==> src/rtl/keypad_scanner.sv <==
// rtl/keypad_scanner.sv - 4x4 keypad scanner with debounce and two-digit history; KEYPAD_REPEAT_EN adds auto-repeat
module keypad_scanner #(
  parameter int SCAN_DIV       = 6000,
  parameter int DEBOUNCE_SCANS = 20,
  parameter int REPEAT_SCANS   = 500
) (
  input  logic       IntOsc,
  input  logic       Reset,
  input  logic [3:0] Rows,
  output logic [3:0] Cols,
  output logic [3:0] KeyCode,
  output logic       KeyValid,
  output logic [3:0] Digit1,
  output logic [3:0] Digit0
);

  localparam int TW = $clog2(SCAN_DIV);
  localparam int DW = $clog2(DEBOUNCE_SCANS + 1);

  typedef enum logic [1:0] {SCAN, DEBOUNCE, HELD, RELEASE} state_t;

  logic [3:0]    rows_meta;
  logic [3:0]    rows_sync;
  logic [TW-1:0] tick_cnt;
  logic          tick;
  state_t        state;
  logic [1:0]    col;
  logic [1:0]    cap_row;
  logic [1:0]    sel_row;
  logic [DW-1:0] deb_cnt;
  logic [DW-1:0] deb_next;
  logic          any_low;
  logic          cap_low;
  logic          deb_done;
  logic          accept;
  logic [3:0]    code;

`ifdef KEYPAD_REPEAT_EN
  localparam int RW = $clog2(REPEAT_SCANS + 1);
  logic [RW-1:0] rep_cnt;
  logic [RW-1:0] rep_next;
  logic          rep_done;
`endif

  // Two-flop synchronizer: keypad rows are asynchronous to IntOsc
  always_ff @(posedge IntOsc or negedge Reset) begin
    if (!Reset) begin
      rows_meta <= 4'b1111;
      rows_sync <= 4'b1111;
    end else begin
      rows_meta <= Rows;
      rows_sync <= rows_meta;
    end
  end

  // Scan tick divider: one-cycle tick every SCAN_DIV cycles
  always_ff @(posedge IntOsc or negedge Reset) begin
    if (!Reset) begin
      tick_cnt <= '0;
    end else if (tick) begin
      tick_cnt <= '0;
    end else begin
      tick_cnt <= tick_cnt + TW'(1);
    end
  end

  // Row priority, saturating counter arithmetic and the accept decision
  always_comb begin
    tick    = (tick_cnt == TW'(SCAN_DIV - 1));
    any_low = ~&rows_sync;
    sel_row = 2'd3;
    if (!rows_sync[2]) sel_row = 2'd2;
    if (!rows_sync[1]) sel_row = 2'd1;
    if (!rows_sync[0]) sel_row = 2'd0;
    cap_low  = ~rows_sync[cap_row];
    deb_next = (deb_cnt >= DW'(DEBOUNCE_SCANS)) ? deb_cnt : deb_cnt + DW'(1);
    deb_done = (deb_next == DW'(DEBOUNCE_SCANS));
    accept   = tick && (state == DEBOUNCE) && cap_low && deb_done;
`ifdef KEYPAD_REPEAT_EN
    rep_next = (rep_cnt >= RW'(REPEAT_SCANS)) ? rep_cnt : rep_cnt + RW'(1);
    rep_done = (rep_next == RW'(REPEAT_SCANS));
    if (tick && (state == HELD) && cap_low && rep_done) accept = 1'b1;
`endif
  end

  // Key map lookup for the captured row in the frozen column
  always_comb begin
    code = 4'h0;
    case ({cap_row, col})
      4'b00_00: code = 4'h1;
      4'b00_01: code = 4'h2;
      4'b00_10: code = 4'h3;
      4'b00_11: code = 4'hA;
      4'b01_00: code = 4'h4;
      4'b01_01: code = 4'h5;
      4'b01_10: code = 4'h6;
      4'b01_11: code = 4'hB;
      4'b10_00: code = 4'h7;
      4'b10_01: code = 4'h8;
      4'b10_10: code = 4'h9;
      4'b10_11: code = 4'hC;
      4'b11_00: code = 4'hE;
      4'b11_01: code = 4'h0;
      4'b11_10: code = 4'hF;
      default:  code = 4'hD;
    endcase
  end

  // Scan/debounce FSM: decisions only on ticks, column frozen outside SCAN
  always_ff @(posedge IntOsc or negedge Reset) begin
    if (!Reset) begin
      state   <= SCAN;
      col     <= 2'd0;
      Cols    <= 4'b1110;
      cap_row <= 2'd0;
      deb_cnt <= '0;
`ifdef KEYPAD_REPEAT_EN
      rep_cnt <= '0;
`endif
    end else if (tick) begin
      case (state)
        SCAN: begin
          if (any_low) begin
            cap_row <= sel_row;
            deb_cnt <= DW'(1);
            state   <= DEBOUNCE;
          end else begin
            col  <= col + 2'd1;
            Cols <= {Cols[2:0], Cols[3]};
          end
        end
        DEBOUNCE: begin
          if (cap_low) begin
            deb_cnt <= deb_next;
            if (deb_done) begin
              state <= HELD;
`ifdef KEYPAD_REPEAT_EN
              rep_cnt <= '0;
`endif
            end
          end else begin
            col   <= col + 2'd1;
            Cols  <= {Cols[2:0], Cols[3]};
            state <= SCAN;
          end
        end
        HELD: begin
          if (!cap_low) begin
            deb_cnt <= DW'(1);
            state   <= RELEASE;
          end
`ifdef KEYPAD_REPEAT_EN
          else begin
            rep_cnt <= rep_done ? '0 : rep_next;
          end
`else
          else begin
            state <= HELD;
          end
`endif
        end
        default: begin
`ifdef KEYPAD_REPEAT_EN
          rep_cnt <= '0;
`endif
          if (!cap_low) begin
            deb_cnt <= deb_next;
            if (deb_done) begin
              col   <= col + 2'd1;
              Cols  <= {Cols[2:0], Cols[3]};
              state <= SCAN;
            end
          end else begin
            state <= HELD;
          end
        end
      endcase
    end
  end

  // Registered accept action: one-cycle pulse, code and history shift
  always_ff @(posedge IntOsc or negedge Reset) begin
    if (!Reset) begin
      KeyValid <= 1'b0;
      KeyCode  <= 4'h0;
      Digit1   <= 4'h0;
      Digit0   <= 4'h0;
    end else begin
      KeyValid <= accept;
      if (accept) begin
        KeyCode <= code;
        Digit1  <= code;
        Digit0  <= Digit1;
      end
    end
  end

endmodule

==> config.mk <==
export PLATFORM = sky130hd
export DESIGN_NAME = keypad_scanner
export DESIGN_NICKNAME = d
export VERILOG_FILES = /design/src/rtl/keypad_scanner.sv
export SDC_FILE = /design/constraint.sdc
export NUM_CORES = 1
export LEC_CHECK = 0
export BUFFER_PORTS_ARGS = -buffer_cell sky130_fd_sc_hd__buf_2
export CAP_MARGIN = 20
export CORE_ASPECT_RATIO = 0.9
export CORE_UTILIZATION = 50
export CTS_BUF_LIST = sky130_fd_sc_hd__clkbuf_4 sky130_fd_sc_hd__clkbuf_8
export DETAILED_ROUTE_END_ITERATION = 16
export PLACE_DENSITY = 0.75
export SYNTH_ARGS = -nofsm -noshare
export SYNTH_HDL_FRONTEND = slang
export SYNTH_SLANG_ARGS = --single-unit
==> constraint.sdc <==
create_clock -name IntOsc -period 4.1 [get_ports IntOsc]
set_input_delay 1.23 -clock IntOsc [delete_from_list [all_inputs] [get_ports IntOsc]]
set_output_delay 1.23 -clock IntOsc [all_outputs]
set_load 0.01 [all_outputs]
==> results of run 1 <==
-- state kept, by name, summed over array words and instances, names as in the netlist --
register and flops:
Cols 4, state 2, rows_meta 4, KeyValid 1
rows_sync 4, deb_cnt 5, tick_cnt 13, cap_row 2
Digit0 4, Digit1 4, col 2
-- metrics by stage --
step           total power (uW)  utilization (%)  hold WS, ps  setup slack, ps
3_5_place_dp                477             57.6          349             1820
5_1_grt                     787             60.3          366             1690
2_1_floorplan               465                -          345             2030
6_report                    747             60.3          360             1810
3_3_place_gp                476             57.6          346             1870
4_1_cts                     758             59.9          361             1800
-- per-layer routing --
layer  global-route usage [%]  wire, microns  vias to the layer above
li1                         -              -                      720
met1                     24.2           1760                      708
met2                     25.7           1570                       21
met3                     4.12            112                        5
met4                     6.62             45                        0
met5                        0              0                        -
-- report_power, final --
part | internal (uW) | switching, uW
combinational | 5.70 | 10.7
sequential | 451 | 2.69
clock | 136 | 140
total | 593 | 154
-- cell usage after synthesis (4+ instances only) --
master | count | area [sq um]
sky130_fd_sc_hd__mux2i_1 | 6 | 60.1
sky130_fd_sc_hd__nor2b_1 | 4 | 25.0
sky130_fd_sc_hd__nand3_1 | 4 | 20.0
sky130_fd_sc_hd__inv_1 | 13 | 48.8
sky130_fd_sc_hd__nand4_1 | 5 | 31.3
sky130_fd_sc_hd__mux2_2 | 14 | 158
sky130_fd_sc_hd__ha_1 | 11 | 138
sky130_fd_sc_hd__dfstp_2 | 11 | 289
sky130_fd_sc_hd__a21oi_1 | 4 | 20.0
sky130_fd_sc_hd__xnor2_1 | 6 | 52.6
sky130_fd_sc_hd__nand2_1 | 14 | 52.6
sky130_fd_sc_hd__nor2_1 | 18 | 67.6
sky130_fd_sc_hd__dfrtp_1 | 34 | 851
sky130_fd_sc_hd__xor2_1 | 6 | 52.6
sky130_fd_sc_hd__buf_4 | 4 | 30.0
sky130_fd_sc_hd__o21ai_0 | 6 | 30.0
-- worst max-delay path by stage --
stage | start | end | slack [ps]
floorplan | deb_cnt[0] | Digit0[0] | 2030
global placement | deb_cnt[0] | Cols[0] | 1870
detailed placement | deb_cnt[0] | Cols[0] | 1820
CTS | deb_cnt[0] | col[1] | 1800
global route | deb_cnt[0] | Cols[0] | 1690
finish | deb_cnt[0] | col[1] | 1810
-- cell families (layout without fill, tap and decap cells) --
group | Yosys count | in the layout | share of synthesized area (%)
adder cells (fa/ha/maj) | 11 | 11 | 6.04
AO/OA/AOI/OAI | 23 | 23 | 8.29
flip-flops | 45 | 45 | 50.0
buffers and inverters | 21 | 45 | 4.17
multiplexers | 22 | 22 | 11.5
XOR/XNOR | 12 | 12 | 4.61
AND/OR/NAND/NOR | 61 | 61 | 15.3
-- final cells by class --
class                   instances  area, sq um  area share, %
inverters                      13         48.8           1.92
multi-input cells             129         1040           41.1
clock buffers                   6         82.6           3.25
clock inverters                 2         13.8          0.542
repair buffers                 24          138           5.42
flip-flops and latches         45         1140           44.9
well taps                      60         75.1           2.95
-- worst max-delay path: cells and delay by family (launching register included) --
family                   cells  cell delay [ps]
flip-flops                   1              460
buffers and inverters        1               70
multiplexers                 1              340
adder cells (fa/ha/maj)      1              300
AND/OR/NAND/NOR              1              200
AO/OA/AOI/OAI                2              800
==> reports/summary.md, run 1 <==
The endpoint identified for the worst register-to-register timing path is col[1]. Setup violations remaining at the end of the flow were counted as 0. Each instance of the synthesized netlist takes up on average 11.7 sq um. The detail route stage leaves a number of antenna-violating nets equal to 0.

For the pin with the worst max-slew slack, the measured transition is 647 ps. For this run, the number of Yosys warnings is 0. For the mapped cell area, the log shows 2280 sq um. Global-route wire length before repair: 6290 microns. The logs give 0 for the max-slew violation total from the final report and 0.219 mV for the maximum VDD drop.

After routing the design area is 2540 sq um. TritonCTS built the clock tree. Summed over all failing endpoints, the final setup total negative slack is 0 ps.

In the synthesized netlist the async set-or-reset flop fraction comes to 100%. The via count of the first global-routing pass was 1390. The headroom to the max-slew limit was 56.8%; the count of routing violations after the opening detailed-route iteration was 46. Setup repair after global routing left no endpoint under its margin. The floorplan step set the die width to 73.2 microns. The worst register-to-register path has a depth of 6.

The clock tree root buffer cell was sky130_fd_sc_hd__clkbuf_8. In this run the critical register-to-register path is launched from deb_cnt[0]. For this design, the CTS-stage hold fixing added 0 buffers. The synthesized design contains 0 enable-type register cells.

Static timing analysis puts the maximum clock frequency at 438 MHz. The run gives 2420 sq um as the placed standard-cell area. The logs give 2 for the number of H-tree branching levels and 0 for the number of max-cap violations. The finished layout holds 279 standard cells, fillers aside. The worst-case hold path end point is rows_sync[2]. The number of hold violations in the final report is 0, and the row count is 22. Vias after detailed routing: 1454.

The count of mapped cells out of synthesis is 195, and the maximum fanout along the worst path is 7. After synthesis, the netlist uses 43 different library cells. The startpoint identified for the worst hold timing path is rows_meta[2]. The arrival time at the worst endpoint came out at 2460 ps.

The antenna diode count was 0; the detail-routed net length per standard cell was 12.5 microns. The run gives 0.830 as the routability congestion estimate. For this configuration, the core starts out at a cell density of 54.1%.

The number of buffers inserted by port buffering was 22; the synthesized netlist net count was 212. The final cycle utilization of the critical path is 55.7%, and the placeable core region is 4210 sq um. The die extent in y came out at 66.0 microns.

The standard cell with the maximum stage delay on the critical path is sky130_fd_sc_hd__a2111oi_4. Entering global routing, the biggest net connects 46 pins. The clock reaches the later pin of the worst-skew pair after 290 ps. The proportion of layout cells with a drive suffix above 1 is 30.6%, and the area enclosed by the die boundary is 4830 sq um.

In the routed layout, each cell is associated on average with a via count of 5.21. In this run, synthesis produced a sequential element count of 45. The run finished with clean final reports. The tree built by TritonCTS fans out to 45 sinks. The worst setup path is captured at a flip-flop.

The worst hold path was traced through 0 stages. In this design, the stage delay of the slowest critical-path cell is 540 ps. For the final database, setup skew stands at 7.35 ps.

For this run, the total global-route usage over all layers was measured as 17.2%. After detailed routing, the number of remaining DRC violations is 0. The type of the worst setup path was reg -> reg.

For this design the ratio of total power to cell area is 294 nW/um^2. For this run, the detailed router's first-pass iteration total came to 4. The run gives 2 as the clock tree buffer depth. The detailed-placement wirelength estimate is 2550 microns. Startpoint type of the worst setup path: a flip-flop. The post-cts resize count came out at 0. The net total in the final layout was 235; the data required time at the worst endpoint was 4280 ps. The routed design has 3480 microns of wire. Once placement completed, the tool counted placed cells totaling 270. The type of the tightest min-delay check was reg -> reg.

I/O pin count: 23. For this run, the leading register cell type out of synthesis is sky130_fd_sc_hd__dfrtp_1. Clock-pin slew was measured on the worst setup and hold paths at 80 ps. The worst register-to-register path has a setup slack of 1810 ps. Leading cell type in the layout, fill and taps excluded: sky130_fd_sc_hd__dfrtp_1. The tools report the sequential share of the synthesized area as 50.0%. The run gives 0.00123 uW as the total leakage power.

Compared with the post-synthesis result, the final layout area differs by 11.5%. Traced cell by cell, the critical path runs through inv_1 > ha_1 > nand3b_1 > a2111oi_4 > o311ai_2 > mux2_2. The logs give 5 for the total clock buffers created by CTS and 370 for the filler cell count.

In the layout the commonest cells are 34 x sky130_fd_sc_hd__dfrtp_1, 22 x sky130_fd_sc_hd__buf_2, 18 x sky130_fd_sc_hd__nor2_1, 14 x sky130_fd_sc_hd__nand2_1, 14 x sky130_fd_sc_hd__mux2_2. For the post-CTS setup-driven buffer insertion count, the log shows 0. The run gives 0 as the number of antenna violations at the first check in global routing.

The residual overflow from global routing is 0, and the final critical-path required period is 2290 ps.
No activity file was read; power rests on OpenSTA's default activity.
==> run 2: changes to the inputs <==
ABC_AREA = 1   (was not set)
clock period = 2.15 ns   (was 4.1 ns; I/O delays follow)
==> run 2 against run 1 <==
Effect of this change:
- clock-buffer cell count is the same
- die area grew 5.4%
- setup slack lost 1500 ps
- utilization shrank 1.9 points
- synthesized cell count grew 49%
- largest power group unchanged
==> reports/summary.md, run 2 <==
The detail-routed net length per standard cell is 11.7 microns (-6.4%), and the antenna diode count is 0 (unchanged). By instance count, the leading cell after synthesis is sky130_fd_sc_hd__nand2_1. The mean post-synth cell area was 8.26 sq um (-29%); the placeable core region was 4550 sq um (+8.0%). Flip-flop count of the largest register after layout: 13 (unchanged).

The number of hold violations in the final report is 0 (unchanged), and the portion of synthesized cell area occupied by the leading cell type is 35.4% (-2.0 points). The run gives 0.860 (+3.7%) as the routability congestion estimate. Among all flip-flop cells after synthesis, the most frequent one is sky130_fd_sc_hd__dfrtp_1. TritonCTS built the clock tree. The clock tree root buffer cell is sky130_fd_sc_hd__clkbuf_8. The worst setup path is launched from a flip-flop. Walking the worst path, the cells encountered are inv_1 > ha_1 > nor2_1 > o21ai_0 > nand2_1 > nor2_2 > inv_1 > nand2_1 > o21ai_0.

The total clock sinks was 45 (unchanged). The switching share of total power works out to 21.6% (+0.99 points). The final critical-path required period was 1810 ps (-478 ps); the mapped cell area was 2400 sq um (+5.5%). STA classifies the critical path endpoint as a flip-flop. The run gives 104 (+130%) as the count of routing violations after the opening detailed-route iteration. By startpoint and endpoint, the worst setup path is classified as reg -> reg.

The biggest area contributor in the post-synthesis netlist is sky130_fd_sc_hd__dfrtp_1. The final cycle utilization of the critical path works out to 84.0% (+28 points). The post-cts resize count was 0 (unchanged).

Busiest metal layer after global routing: met2. The headroom to the max-slew limit came out at 65.2% (+8.4 points). Transition time of the tightest slew-check pin: 521 ps (-125 ps).

In the layout the commonest cells are 76 x sky130_fd_sc_hd__nand2_1, 34 x sky130_fd_sc_hd__dfrtp_1, 31 x sky130_fd_sc_hd__nand3_1, 28 x sky130_fd_sc_hd__inv_1, 24 x sky130_fd_sc_hd__nor2_1. Area enclosed by the die boundary: 5090 sq um (+5.4%). The tools report the pin count of the biggest net entering global routing as 25 (-46%).

The largest register by flop count was tick_cnt. Average vias per placed instance: 5.16 (-0.92%). Ratio of total power to cell area: 531 nW/um^2 (+81%).

For the clock tree buffer depth, the log shows 2 (unchanged). The slowest stage of the critical path is the sky130_fd_sc_hd__dfrtp_1 cell. For the total clock buffers created by CTS, the log shows 5 (unchanged). For the global-route met3 utilization, the log shows 4.48% (+0.36 points). The number of max-cap violations is 0 (unchanged), and the total internal power is 1110 uW (+87%). The worst-case clock skew came out at 5.26 ps (-2.09 ps). The library cell used most frequently in the layout, excluding fill and tap cells, is sky130_fd_sc_hd__nand2_1.

Floorplan die width: 75.1 microns (+2.7%). Share of power burned in combinational logic: 2.3% (about the same). Distinct cell type count after synthesis: 31 (-28%). The tools report the clock latency at the later pin of the worst-skew pair as 300 ps (about the same). The share of synthesized registers carrying an async set or reset is 100% (unchanged), and the number of buffers inserted by port buffering is 22 (unchanged). The longest individual stage delay on the worst path is 420 ps (-120 ps). For the total routing usage reported by global routing, the log shows 18.9% (+1.6 points). The min-delay analysis places its worst path in the category in -> async. The number of antenna violations at the first check in global routing was 0 (unchanged).

The net switching power of the design came out at 305 uW (+98%). Maximum VDD drop: 0.450 mV (+110%). The total leakage power is 0.00139 uW (+13%), and the number of synthesis warnings is 0 (unchanged).

The row count is 23 (+4.5%). The net total in the final layout was 333 (+42%). From synthesis to final layout, the design area changed by 10.5%. The global-route wire length before repair is 7130 microns (+13%).

The logs give 1957 (+35%) for the vias after detailed routing and 0 (unchanged) for the total of hold buffers inserted after clock tree synthesis. Detailed-placement wirelength estimate: 3400 microns (+33%). Via count of the first global-routing pass: 1650 (+19%). Sorting the synthesized cells by how often they occur yields 76 x sky130_fd_sc_hd__nand2_1, 34 x sky130_fd_sc_hd__dfrtp_1, 31 x sky130_fd_sc_hd__nand3_1, 28 x sky130_fd_sc_hd__inv_1, 24 x sky130_fd_sc_hd__nor2_1. The logs give 25.6% (+1.4 points) for the met1 demand-to-capacity share in global routing and 0 (unchanged) for the DRC violation count after routing. The run finished with clean final reports. The maximum fanout along the worst path was 7 (unchanged); the sequential share of the synthesized area was 47.4% (-2.6 points). The filler cell count came out at 403 (+8.9%). For the data required time at the worst endpoint, the log shows 2330 ps (-1950 ps). The logs give 308 (+45%) for the synthesized netlist net count and 4 (unchanged) for the number of search-and-repair iterations in the first detailed-routing pass.

The arrival time at the worst endpoint was 1990 ps (-470 ps). The post-detailed-routing wire length is 4430 microns (+27%), and the number of enable-type register cells in the synthesized netlist is 0 (unchanged). The max-slew violation total from the final report was 0 (unchanged); the post-CTS setup-driven buffer insertion count was 0 (unchanged). The run gives 0 ps (unchanged) as the aggregate negative setup slack. The upper clock frequency limit was 553 MHz (+26%). The residual overflow from global routing came out at 0 (unchanged). The count of mapped cells out of synthesis was 291 (+49%); the post-CTS clock slew at the launch and capture registers of the worst setup and hold paths was 80 ps (about the same).

Placed standard-cell area: 2570 sq um (+6.0%). Yosys attributes the largest share of cell area to sky130_fd_sc_hd__dfrtp_1 35%, sky130_fd_sc_hd__dfstp_2 12%, sky130_fd_sc_hd__nand2_1 12%. The count of nets left with antenna violations after detail routing is 0 (unchanged), and the met2 track utilization from global routing is 29.2% (+3.5 points). Setup repair after global routing left no endpoint under its margin. The proportion of layout cells with a drive suffix above 1 is 20.8% (-9.8 points). The final instance area was 2660 sq um (+4.6%).

The clock share of power is 36.6% (-0.5 points). The flop and latch count out of synthesis is 45 (unchanged). The reg-to-reg setup timing slack is 340 ps (-1470 ps), and the die extent in y is 67.8 microns (+2.6%).

The largest registers in the layout are tick_cnt x13, deb_cnt x5. The setup violation total in the final timing report is 0 (unchanged), and the fraction of power consumed by sequential logic is 61.2% (+0.5 points). The starting density of the core was 52.9% (-1.2 points); the I/O pin count was 23 (unchanged).

The number of H-tree branching levels was 2 (unchanged).
run 2: logic make-up after synthesis:
logic type               share of synthesized area [%]
flip-flops                                        47.4
AO/OA/AOI/OAI                                     6.92
AND/OR/NAND/NOR                                   31.7
XOR/XNOR                                          1.09
adder cells (fa/ha/maj)                           5.72
buffers and inverters                             7.18
run 2: worst paths after layout:
check,start,end,cells past startpoint
hold reg to reg,rows_meta[1],rows_sync[1],0
setup / recovery,state[0],deb_cnt[2],9
setup reg to reg,state[0],deb_cnt[2],9
min in group IntOsc,rows_meta[1],rows_sync[1],0
hold / removal,Reset,Digit0[1],1
max in group asynchronous,Reset,rows_meta[2],2
run 2: per-stage QoR:
| stage | cells | util, % | power, uW | worst slack [ps] | hold WS, ps |
|---|---|---|---|---|---|
| global placement | 371 | 56.5 | 912 | 468 | 345 |
| floorplan | 291 | - | 885 | 625 | 345 |
| detailed placement | 371 | 56.5 | 913 | 363 | 347 |
| finish | 379 | 58.4 | 1410 | 343 | 311 |
| global route | 379 | 58.4 | 1460 | 161 | 340 |
| CTS | 379 | 58.4 | 1420 | 348 | 331 |
run 2: cell type report:
type	instances	area, sq um	share of cell area [%]
tap	62	77.6	2.92
clock inverter	2	10.0	0.377
clock buffer	6	76.3	2.87
sequential	45	1140	42.9
inverter	34	131	4.94
timing repair buffer	23	130	4.90
multi-input combinational	207	1090	41.1
run 2: worst max-delay path, delay by kind of cell, from the launching register on:
family / cells / cell delay (ps)
AO/OA/AOI/OAI: 2 / 250
adder cells (fa/ha/maj): 1 / 310
buffers and inverters: 2 / 260
flip-flops: 1 / 420
AND/OR/NAND/NOR: 4 / 450
run 2: layer usage:
layer / wire [microns] / vias up
li1: - / 997
met1: 2250 / 914
met2: 1970 / 38
met3: 144 / 8
met4: 65 / 0
met5: 0 / -
run 2: power groups by stage:
| stage | clock, uW | combinational (uW) | sequential [uW] |
|---|---|---|---|
| floorplan | 0 | 6.48 | 879 |
| global placement | 0 | 32.4 | 879 |
| detailed placement | 0 | 33.1 | 880 |
| CTS | 524 | 33.4 | 864 |
| global route | 556 | 36.8 | 864 |
| finish | 516 | 32.0 | 864 |
==> run 3: changes to the inputs <==
PLACE_DENSITY = 0.78   (was 0.75)
clock period = 1.58 ns   (was 2.15 ns; I/O delays follow)
==> run 3 against run 2 <==
Effect of this change:
- the flow now finishes with violations (negative setup slack)
- wire length up 18%
- clock-buffer cell count down 1
- hold slack worse by 180 ps
- utilization up 11 points
- sequential power up 37%
- sequential share of layout area down 6.8 points
- clock power up 100%
- critical path depth up 3
- final cell count up 6.9%
- flip-flop and latch count unchanged
- non-clock buffer count up 26
- critical endpoint is now col[0]
- highest routed layer unchanged
==> reports/summary.md, run 3 (synthesis gave the netlist of run 2 again) <==
The slowest stage of the critical path belongs to the cell sky130_fd_sc_hd__dfrtp_1. The setup path with the least slack is of type reg -> reg. The clock tree buffer depth was 2 (unchanged).

The post-detailed-routing wire length was 5230 microns (+18%). For the final instance area, the log shows 3170 sq um (+19%). The tools report the detailed-placement wirelength estimate as 3300 microns (-3.0%).

The residual overflow from global routing is 0 (unchanged). The tools report the setup violation total in the final timing report as 15 (+15). The tools report the number of max-cap violations as 0 (unchanged). Ranked by flip-flop count, first place goes to tick_cnt. For the DRC violation count after routing, the log shows 0 (unchanged). The arrival time at the worst endpoint is 1860 ps (-130 ps).

The total clock sinks is 45 (unchanged). The transition time of the tightest slew-check pin came out at 376 ps (-146 ps). The reg-to-reg setup timing slack is -70 ps (-410 ps), and the post-CTS clock slew at the launch and capture registers of the worst setup and hold paths is 90 ps (about the same). Leaving out fill and tap cells, the most frequent cells in the layout are 58 x sky130_fd_sc_hd__nand2_1, 31 x sky130_fd_sc_hd__dfrtp_1, 24 x sky130_fd_sc_hd__nand3_1, 22 x sky130_fd_sc_hd__inv_1, 22 x sky130_fd_sc_hd__buf_2.

Met2 track utilization from global routing: 34.0% (+4.8 points). The average vias per placed instance came out at 5.11 (-1.1%). The tools report the endpoint of the most critical register-to-register path as col[0]. The most numerous cell type found on the critical path is sky130_fd_sc_hd__nand2_2.

Final critical-path required period: 1650 ps (-157 ps). The ratio of total power to cell area came out at 714 nW/um^2 (+34%). For the global-route met3 utilization, the log shows 6.12% (+1.6 points). The antenna diode count was 0 (unchanged); the placeable core region was 4550 sq um (unchanged).

The final cycle utilization of the critical path is 104% (+20 points), and the met1 demand-to-capacity share in global routing is 25.9% (+0.35 points). The via count of the first global-routing pass was 1865 (+13%); the headroom to the max-slew limit was 74.9% (+9.6 points). The layout overhead on the synthesized area is 31.6%. Largest delay contributor family on the critical path: simple AND/OR/NAND/NOR gates. For the aggregate negative setup slack, the log shows -514 ps (-514 ps).

Clock tree root buffer cell: sky130_fd_sc_hd__clkbuf_8. The area enclosed by the die boundary is 5090 sq um (unchanged), and the vias after detailed routing is 2068 (+5.7%). The logs give 359 (+7.8%) for the net total in the final layout and 0 (unchanged) for the total of hold buffers inserted after clock tree synthesis. The count of nets left with antenna violations after detail routing was 0 (unchanged); the placed standard-cell area was 2700 sq um (+5.0%).

The launch point of the worst reg-to-reg path is deb_cnt[0]. The floorplan die width was 75.1 microns (unchanged); the upper clock frequency limit was 606 MHz (+9.5%). Maximum VDD drop: 0.616 mV (+37%). The run gives -77.0 ps (-440 ps) as the worst slack at placement.

For the number of H-tree branching levels, the log shows 2 (unchanged). The largest registers in the layout are tick_cnt x13, deb_cnt x5. The routability congestion estimate is 0.858 (-0.19%). The data required time at the worst endpoint is 1790 ps (-540 ps).

The detail-routed net length per standard cell came out at 12.9 microns (+11%). Leaving out fill and tap cells, the most frequent cell in the layout is sky130_fd_sc_hd__nand2_1. The final reports fail on negative setup slack. The maximum fanout along the worst path was 7 (unchanged); the clock latency at the later pin of the worst-skew pair was 310 ps (about the same).

The length in cells of the worst reg-to-reg path was 12 (+3). The run gives 4 (unchanged) as the number of search-and-repair iterations in the first detailed-routing pass. The signal on the critical path passes through inv_2 > ha_4 > inv_2 > nand2_2 > nand2_1 > nand2_1 > nor2_1 > nand2_2 > nand2_4 > nand2_4 > nand2_2 > nand2_2. The flip-flop count of the largest register after layout is 13 (unchanged), and the pin count of the biggest net entering global routing is 46 (+84%). The type of the tightest min-delay check is in -> async. The max-slew violation total from the final report came out at 0 (unchanged). Worst-case clock skew: 7.85 ps (+2.59 ps). Setup repair after global routing could not meet its margin everywhere.

The tools report the total leakage power as 0.00157 uW (+13%). The layer flagged by global routing as most heavily used is met2. The worst setup path is captured at a flip-flop. The starting density of the core was 52.9% (unchanged); the filler cell count was 361 (-10%).

The total routing usage reported by global routing is 20.8% (+1.9 points), and the die extent in y is 67.8 microns (unchanged). TritonCTS built the clock tree. The number of hold violations in the final report came out at 0 (unchanged). The logs give 5 (unchanged) for the total clock buffers created by CTS and 88 (-15%) for the count of routing violations after the opening detailed-route iteration.

The longest individual stage delay on the worst path was 420 ps (about the same). The tools report the I/O pin count as 23 (unchanged). The sum of buffers and inverters on the critical path works out to 2 (unchanged).

STA classifies the critical path startpoint as a flip-flop. The global-route wire length before repair was 7820 microns (+9.7%). The proportion of layout cells with a drive suffix above 1 is 40.5% (+20 points), and the number of antenna violations at the first check in global routing is 0 (unchanged). The flow ran to the end, but the final reports show violations.

The number of buffers inserted by port buffering was 22 (unchanged). The final setup slack of the worst path is -70.4 ps (-413 ps), and the row count is 23 (unchanged). The worst hold slack across all endpoints is 129 ps (-182 ps).
==> run 3: cell types whose count changed in the layout (fill, tap and decap cells not counted), sizes merged <==
cell and delta:
inv +1, clkbuf -1, buf +26, bufinv +2, clkinv -2
==> run 3: report_power, final <==
group | switching, uW | internal, uW
registers | 5.47 | 1170
logic | 30.2 | 13.2
clock network | 404 | 636
total | 440 | 1820
==> run 3: per-stage QoR <==
stage | util (%) | cells | total power [uW]
2_1_floorplan | - | 291 | 1200
3_3_place_gp | 59.4 | 388 | 1240
3_5_place_dp | 59.4 | 388 | 1240
4_1_cts | 63.2 | 397 | 2280
5_1_grt | 69.6 | 405 | 2340
6_report | 69.6 | 405 | 2260
==> run 3: worst max path at each step <==
stage | cells past startpoint | endpoint | start
floorplan | 12 | Digit1[1] | deb_cnt[0]
global placement | 10 | col[0] | tick_cnt[1]
detailed placement | 12 | col[0] | deb_cnt[0]
CTS | 12 | col[0] | deb_cnt[0]
global route | 12 | Digit0[2] | deb_cnt[0]
finish | 12 | col[0] | deb_cnt[0]
==> run 3: worst register-to-register path: stages, from the launching register on <==
cell                      delay [ps]
sky130_fd_sc_hd__dfrtp_1         420
sky130_fd_sc_hd__inv_2            90
sky130_fd_sc_hd__ha_4            200
sky130_fd_sc_hd__inv_2            50
sky130_fd_sc_hd__nand2_2          50
sky130_fd_sc_hd__nand2_1          70
sky130_fd_sc_hd__nand2_1          50
sky130_fd_sc_hd__nor2_1          120
sky130_fd_sc_hd__nand2_2         130
sky130_fd_sc_hd__nand2_4         150
sky130_fd_sc_hd__nand2_4         100
sky130_fd_sc_hd__nand2_2          90
sky130_fd_sc_hd__nand2_2          40
==> run 3: metal layers <==
layer  routed length, microns  share of wire (%)
met2                     2570                 49
met1                     2350                 45
met4                       67                1.3
met5                        0                  0
met3                      235                4.5
==> run 3: repair_timing <==
action / in CTS / in global routing
endpoints found under the setup margin: 15 / 26
cloned: 0 / 0
pin swaps: 0 / 24
buffers inserted: 1 / 9
gates resized for setup: 8 / 61
==> run 3: layout make-up <==
cell class / instances / area (sq um) / area share [%]
clock inverters: 3 / 68.8 / 2.17
repair buffers: 49 / 357 / 11.3
inverters: 34 / 135 / 4.27
flip-flops and latches: 45 / 1140 / 36.1
clock buffers: 5 / 68.8 / 2.17
multi-input cells: 207 / 1320 / 41.5
well taps: 62 / 77.6 / 2.45
